### config.mk
export PLATFORM = sky130hd
export DESIGN_NAME = pulse_ctrl
export DESIGN_NICKNAME = d
export VERILOG_FILES = /design/src/rtl/pulse_pkg.sv /design/src/rtl/pulse_envelope.sv /design/src/rtl/pulse_ctrl.sv
export SDC_FILE = /design/constraint.sdc
export NUM_CORES = 1
export LEC_CHECK = 0
export BUFFER_PORTS_ARGS = -buffer_cell sky130_fd_sc_hd__buf_4
export CAP_MARGIN = 0
export CORE_MARGIN = 3
export CORE_UTILIZATION = 43
export DETAILED_ROUTE_END_ITERATION = 10
export PLACE_DENSITY = 0.57
export SLEW_MARGIN = 20
export SYNTH_ARGS = -nofsm -noshare
export SYNTH_HDL_FRONTEND = slang
export SYNTH_SLANG_ARGS = --single-unit
### constraint.sdc
create_clock -name clk -period 5.65 [get_ports clk]
set_input_delay 0.2825 -clock clk [delete_from_list [all_inputs] [get_ports clk]]
set_output_delay 0.2825 -clock clk [all_outputs]
set_load 0.005 [all_outputs]
### src/rtl/pulse_pkg.sv
// Shared definitions for the pulse channel controller: register map,
// field positions inside the written byte, and the length-counter table.
package pulse_pkg;

    // Register addresses as seen on iWr_addr
    typedef enum logic [1:0] {
        ADDR_CTRL      = 2'd0,
        ADDR_SWEEP     = 2'd1,
        ADDR_PERIOD_LO = 2'd2,
        ADDR_PERIOD_HI = 2'd3
    } reg_addr_e;

    // Field positions in the control byte (addr0)
    localparam int DUTY_HI   = 7;
    localparam int DUTY_LO   = 6;
    localparam int HALT_BIT  = 5;
    localparam int CONST_BIT = 4;
    localparam int VOL_HI    = 3;
    localparam int VOL_LO    = 0;

    // Field positions in the length/period-high byte (addr3)
    localparam int LEN_IDX_HI = 7;
    localparam int LEN_IDX_LO = 3;
    localparam int PER_HI_HI  = 2;
    localparam int PER_HI_LO  = 0;

    // Width of the architectural period register (8 low bits + 3 high bits)
    localparam int PERIOD_W = 11;

    // Length counter load values, indexed by the 5-bit len_idx field
    localparam logic [7:0] LEN_TABLE [32] = '{
        8'd10,  8'd254, 8'd20,  8'd2,   8'd40,  8'd4,   8'd80,  8'd6,
        8'd160, 8'd8,   8'd60,  8'd10,  8'd14,  8'd12,  8'd26,  8'd14,
        8'd12,  8'd16,  8'd24,  8'd18,  8'd48,  8'd20,  8'd96,  8'd22,
        8'd192, 8'd24,  8'd72,  8'd26,  8'd16,  8'd28,  8'd32,  8'd30
    };

endpackage

### src/rtl/pulse_envelope.sv
// Envelope generator: a divider clocked by quarter-frame pulses that steps a
// 4-bit decay level down from 15, optionally looping, or a constant volume.
module pulse_envelope
    import pulse_pkg::*;
(
    input  logic       clk,
    input  logic       iReset_n,
    input  logic       iQuarter_frame,
    input  logic       iStart,
    input  logic       iLoop,
    input  logic       iConst_vol,
    input  logic [3:0] iVol,
    output logic [3:0] oVolume
);

    logic [3:0] r_decay;
    logic [3:0] r_divider;

    // Divider and decay level advance only on quarter-frame pulses; a pending start restarts at full level
    always_ff @(posedge clk or negedge iReset_n) begin
        if (!iReset_n) begin
            r_decay   <= 4'd0;
            r_divider <= 4'd0;
        end else if (iQuarter_frame) begin
            if (iStart) begin
                r_decay   <= 4'd15;
                r_divider <= iVol;
            end else if (r_divider == 4'd0) begin
                r_divider <= iVol;
                if (r_decay != 4'd0) begin
                    r_decay <= r_decay - 4'd1;
                end else if (iLoop) begin
                    r_decay <= 4'd15;
                end
            end else begin
                r_divider <= r_divider - 4'd1;
            end
        end
    end

    assign oVolume = iConst_vol ? iVol : r_decay;

endmodule

### src/rtl/pulse_ctrl.sv
// Pulse channel control: register file, period timer producing sequencer
// step pulses, length counter with halt, and the envelope sub-block.
module pulse_ctrl
    import pulse_pkg::*;
#(
    parameter int TIMER_W    = 11,
    parameter int MIN_PERIOD = 8
) (
    input  logic       clk,
    input  logic       iReset_n,
    input  logic       iTick,
    input  logic       iQuarter_frame,
    input  logic       iHalf_frame,
    input  logic       iChan_en,
    input  logic       iWr_en,
    input  logic [1:0] iWr_addr,
    input  logic [7:0] iWr_data,
    output logic       oStep,
    output logic       oSeq_reset,
    output logic [1:0] oDuty_type,
    output logic       oGate,
    output logic [3:0] oVolume,
    output logic       oLen_active
);

    localparam logic [PERIOD_W-1:0] MIN_P = PERIOD_W'(MIN_PERIOD);

    logic [1:0]          r_duty;
    logic                r_halt;
    logic                r_constVol;
    logic [3:0]          r_vol;
    logic [PERIOD_W-1:0] r_period;
    logic                r_armed;
    logic [TIMER_W-1:0]  r_timer;
    logic                r_step;
    logic                r_seqReset;
    logic                r_start;
    logic [7:0]          r_lenCount;

    logic                w_wrCtrl;
    logic                w_wrPerLo;
    logic                w_wrPerHi;
    logic [PERIOD_W-1:0] w_newPeriod;
    logic [4:0]          w_lenIdx;

    assign w_wrCtrl    = iWr_en && (iWr_addr == ADDR_CTRL);
    assign w_wrPerLo   = iWr_en && (iWr_addr == ADDR_PERIOD_LO);
    assign w_wrPerHi   = iWr_en && (iWr_addr == ADDR_PERIOD_HI);
    assign w_newPeriod = {iWr_data[PER_HI_HI:PER_HI_LO], r_period[7:0]};
    assign w_lenIdx    = iWr_data[LEN_IDX_HI:LEN_IDX_LO];

    // Register file; the timer stays idle after reset until software writes a period byte
    always_ff @(posedge clk or negedge iReset_n) begin
        if (!iReset_n) begin
            r_duty     <= 2'd0;
            r_halt     <= 1'b0;
            r_constVol <= 1'b0;
            r_vol      <= 4'd0;
            r_period   <= '0;
            r_armed    <= 1'b0;
        end else begin
            if (w_wrCtrl) begin
                r_duty     <= iWr_data[DUTY_HI:DUTY_LO];
                r_halt     <= iWr_data[HALT_BIT];
                r_constVol <= iWr_data[CONST_BIT];
                r_vol      <= iWr_data[VOL_HI:VOL_LO];
            end
            if (w_wrPerLo) begin
                r_period[7:0] <= iWr_data;
            end
            if (w_wrPerHi) begin
                r_period[PERIOD_W-1:8] <= iWr_data[PER_HI_HI:PER_HI_LO];
            end
            if (w_wrPerLo || w_wrPerHi) begin
                r_armed <= 1'b1;
            end
        end
    end

    // Period timer: counts down on ticked cycles and emits a one-cycle step when it wraps; a high-period write restarts it
    always_ff @(posedge clk or negedge iReset_n) begin
        if (!iReset_n) begin
            r_timer <= '0;
            r_step  <= 1'b0;
        end else begin
            r_step <= 1'b0;
            if (w_wrPerHi) begin
                r_timer <= TIMER_W'(w_newPeriod);
            end else if (r_armed && iTick) begin
                if (r_timer == '0) begin
                    r_timer <= TIMER_W'(r_period);
                    r_step  <= 1'b1;
                end else begin
                    r_timer <= r_timer - TIMER_W'(1);
                end
            end
        end
    end

    // A high-period write resets the duty phase and requests an envelope restart, which the next quarter frame consumes
    always_ff @(posedge clk or negedge iReset_n) begin
        if (!iReset_n) begin
            r_seqReset <= 1'b0;
            r_start    <= 1'b0;
        end else begin
            r_seqReset <= w_wrPerHi;
            if (w_wrPerHi) begin
                r_start <= 1'b1;
            end else if (iQuarter_frame) begin
                r_start <= 1'b0;
            end
        end
    end

    // Length counter: disabled channel forces zero, a load beats a same-cycle half-frame decrement, halt freezes it
    always_ff @(posedge clk or negedge iReset_n) begin
        if (!iReset_n) begin
            r_lenCount <= 8'd0;
        end else if (!iChan_en) begin
            r_lenCount <= 8'd0;
        end else if (w_wrPerHi) begin
            r_lenCount <= LEN_TABLE[w_lenIdx];
        end else if (iHalf_frame && !r_halt && (r_lenCount != 8'd0)) begin
            r_lenCount <= r_lenCount - 8'd1;
        end
    end

    pulse_envelope uEnvelope (
        .clk            (clk),
        .iReset_n       (iReset_n),
        .iQuarter_frame (iQuarter_frame),
        .iStart         (r_start),
        .iLoop          (r_halt),
        .iConst_vol     (r_constVol),
        .iVol           (r_vol),
        .oVolume        (oVolume)
    );

    assign oStep       = r_step;
    assign oSeq_reset  = r_seqReset;
    assign oDuty_type  = r_duty;
    assign oLen_active = (r_lenCount != 8'd0);
    assign oGate       = oLen_active && (r_period >= MIN_P);

endmodule

==> results.md <==
STA:
- Setup violations remaining at the end of the flow were counted as 0.
- The max-slew violation count was 0.
- Static timing analysis puts the maximum clock frequency at 455.0 MHz.
- Of the available clock period, the critical path in the final layout requires 38.90%.
- Final hold analysis gives a worst-case slack of -0.0005416 ns.
- The transition time at the pin with the least slew margin is 0.7640 ns.
- The worst slew slack as a fraction of its limit is 48.84%.
- For the final routed database, the setup TNS stands at 0 ns.
- Setup repair after global routing left no endpoint under its margin.
- The final count of hold timing violations came to 2.
- The time the final worst path needs with I/O delays and setup is 2.198 ns.
- For the final database, setup skew stands at 0.007997 ns.

Clock network:
- The number of sinks handled by clock tree synthesis is 50.
- The number of buffers inserted by post-CTS setup repair is 0.
- The clock latency at the later pin of the worst-skew pair is 0.30 ns.
- The number of levels in the clock H-tree is 2.
- The hold buffer count at cts is 0.
- After clock tree synthesis, the clock-pin slew on the worst setup and hold paths is 0.09 ns.
- The number of gates resized after CTS was 0.
- TritonCTS built the clock tree.
- The buffer levels on the longest clock path is 2.
- In this run, CTS created clock tree buffers numbering 5.
- The clock tree root driver cell is sky130_fd_sc_hd__clkbuf_8.

Floorplan:
- The die span in y is 90.19 microns.
- For this design the top-level I/O count stands at 27.
- The total core area is 6832 sq um.
- The initial standard-cell utilization of the core is 44.62%.
- The die covers 8134 sq um.
- The row count is 30.
- The floorplan step set the die width to 90.19 microns.

Layout:
- The multi-input combinational cells in the finished layout cover a total of 1664 sq um.
- The number of filler cells placed in the layout is 703.
- The sequential cell area is 1251 sq um.
- 0 antenna diodes ended up in the layout.
- The count of placed standard cells in the final layout, fillers left out is 444.
- The number of nets at the end of the flow is 376.
- The area growth from synthesis to final layout is 12.52%.
- Cells with a size suffix above 1 make up 18.39% of the layout.

Critical path:
- Of all nets on the critical path, the largest fanout is 4.
- The startpoint identified for the worst register-to-register timing path is r_timer[6].
- For this run, the slowest stage of the critical path takes 0.42 ns.
- Together, buffers and inverters on the worst path number 2.
- The largest individual stage delay along the critical path comes from the cell sky130_fd_sc_hd__dfrtp_1.
- The critical path class is reg2out.
- The type of element capturing the critical path is an output port.
- Tracing the worst setup path back leads to its startpoint at r_lenCount[0].
- The arrival time reported for the critical path endpoint is 1.92 ns.
- Among cell families on the critical path, the largest total delay comes from simple AND/OR/NAND/NOR gates.
- The worst setup path is launched from a register.
- The logic depth of the worst path, buffers included is 6.
- At the worst endpoint, the required time is 5.37 ns.
- Counting cells, the worst reg-to-reg path comes to 4.
- The signal on the critical path passes through inv_1 > ha_1 > nor3b_1 > and2_1 > a21oi_1 > buf_4.

Yosys:
- Counting every net in the synthesized netlist gives 354.
- Of all cell types, the one taking the most synthesized area is sky130_fd_sc_hd__dfrtp_1.
- For this run, the register share of the synthesized area comes to 41.05%.
- The most used flip-flop cell after synthesis is sky130_fd_sc_hd__dfrtp_1.
- Sorting the synthesized cells by area gives the leading types as sky130_fd_sc_hd__dfrtp_1, sky130_fd_sc_hd__mux2_2, sky130_fd_sc_hd__ha_1.
- In this run, synthesis produced a sequential element count of 50.
- After synthesis, the largest area contributor takes up 41.05% of total cell area.
- In the synthesized netlist the async set-or-reset flop fraction comes to 100.0%.
- The number of synthesis warnings is 0.
- In this run, synthesis inferred 0 flip-flops with an integrated enable.
- Counting distinct cell types in the post-synthesis netlist gives 57.
- The netlist area before placement is 3048 sq um.
- The number of instances in the synthesized netlist is 325.
- The post-synthesis average cell area is 9.378 sq um.
- The commonest cells after synthesis are sky130_fd_sc_hd__dfrtp_1, sky130_fd_sc_hd__nand2_1, sky130_fd_sc_hd__a21oi_1, sky130_fd_sc_hd__inv_1, sky130_fd_sc_hd__o21ai_0.
- The most common cell in the netlist is sky130_fd_sc_hd__dfrtp_1.

Placement:
- During placement, the flow inserted port buffers numbering 26.
- The wire-length estimate of the detail-placed layout is 5249 microns.
- Routability-driven placement finished with a final weighted congestion of 0.8822.
- The instance count after placement with tap cells included is 436.

GRT:
- The initial antenna violation count is 0.
- The first global-routing pass estimated 12380 microns of wire.
- The via count of the first global-routing pass was 2455.
- Global routing finished with a remaining overflow of 0.
- Global routing used 18.42% of the available tracks across all layers.
- Entering global routing, the biggest net connects 51 pins.

Power and ir drop:
- The total power draw is 1.255 mW.
- The maximum resistive drop on vdd is 0.1186 mV.
- The static leakage power is 1.468 nW.
- The power density over the cells is 365.8 nW/um^2.

Routing:
- The number of optimization iterations in the first detailed-route pass is 4.
- After detailed routing, the average wire length per cell comes to 16.45 microns.
- The via density per instance is 5.782.
- The first-iteration detailed-routing DRC count is 255.
- The final route contains 2567 vias.
- The number of remaining DRC errors is 0.
- The total wire length is 7304 microns.
- The count of antenna-violating nets left after detailed routing is 0.

Min path:
- The worst min-delay path category is in2async.

Outcome:
- The flow ran to the end, but the final reports show violations.
- The final reports fail on negative hold slack.

Job:
- The tool flagged a number of max-cap violations equal to 0.
## cell type report
cell class	instances	area share, %
Multi-Input combinational cell	240	48.52
Sequential cell	50	36.48
Timing Repair Buffer	26	5.691
Tap cell	96	3.502
Inverter	24	2.627
Clock buffer	5	2.007
Clock inverter	3	1.167
## state kept, by name, indices dropped and copies added, names as in the netlist
name                 count
r_vol                    4
r_halt                   1
r_period                11
r_lenCount               8
r_constVol               1
oStep                    1
uEnvelope.r_decay        4
r_timer                 11
uEnvelope.r_divider      4
r_start                  1
oSeq_reset               1
oDuty_type               2
r_armed                  1
## stage by stage
step | area [sq um] | setup WS, ns | util (%)
floorplan | 3048 | 3.808 | -
global placement | 3321 | 3.495 | 48.61
detailed placement | 3321 | 3.396 | 48.61
CTS | 3430 | 3.430 | 50.20
global route | 3430 | 3.301 | 50.20
finish | 3430 | 3.452 | 50.20
## layer usage
layer	vias up	routed length (microns)	global-route usage, %
met1	1258	3614	27.16
met5	-	0	0
met2	56	3306	28.00
met4	0	91	4.847
li1	1245	-	-
met3	8	292	3.096
## cells by family (layout without fill, tap and decap cells)
group	after synthesis	in the layout	share of synthesized area, %
and+or+nand+nor	108	108	19.54
AOI/OAI and AO/OA	96	96	21.26
DFF	50	50	41.05
buffers and inverters	35	58	4.351
muxes	22	22	8.292
adders and majority gates	12	12	4.926
xor gates and xnor gates	2	2	0.5748
## cell usage in the layout, fill, tap and decap left out, types with 3 or more instances in the layout
cell type | Yosys | final
sky130_fd_sc_hd__nor2b_1 | 7 | 7
sky130_fd_sc_hd__clkbuf_8 | 0 | 5
sky130_fd_sc_hd__o31ai_1 | 4 | 4
sky130_fd_sc_hd__inv_1 | 23 | 23
sky130_fd_sc_hd__buf_4 | 0 | 26
sky130_fd_sc_hd__ha_1 | 12 | 12
sky130_fd_sc_hd__dfrtp_1 | 50 | 50
sky130_fd_sc_hd__or3b_2 | 4 | 4
sky130_fd_sc_hd__nand3_1 | 13 | 13
sky130_fd_sc_hd__nand2_1 | 24 | 24
sky130_fd_sc_hd__nor4_1 | 7 | 7
sky130_fd_sc_hd__or3_1 | 3 | 3
sky130_fd_sc_hd__o21a_1 | 3 | 3
sky130_fd_sc_hd__nor3b_1 | 4 | 4
sky130_fd_sc_hd__o21ai_0 | 23 | 23
sky130_fd_sc_hd__nand2b_1 | 5 | 5
sky130_fd_sc_hd__nor2_1 | 18 | 18
sky130_fd_sc_hd__a211oi_1 | 6 | 6
sky130_fd_sc_hd__or4_1 | 3 | 3
sky130_fd_sc_hd__mux2_2 | 16 | 16
sky130_fd_sc_hd__nor3_1 | 6 | 6
sky130_fd_sc_hd__a21oi_1 | 23 | 23
sky130_fd_sc_hd__a31oi_1 | 7 | 7
sky130_fd_sc_hd__nand3b_1 | 3 | 3
sky130_fd_sc_hd__mux2i_1 | 5 | 5
## worst paths after layout
kind	end	slack [ns]
worst max-delay path	oGate	3.45
worst min-delay path	r_timer[3]	-0.0005
worst max register to register	r_timer[6]	3.54
worst min register to register	oDuty_type[1]	0.52
max in group asynchronous	r_period[7]	5.21
min in group clk	r_period[9]	0.21
## power by group
part	leakage [nW]	internal [mW]	switching, mW
logic	0.800	0.215	0.224
clock network	0.0579	0.131	0.123
registers	0.611	0.449	0.112
Note: power is estimated with default switching activity, not from simulation.
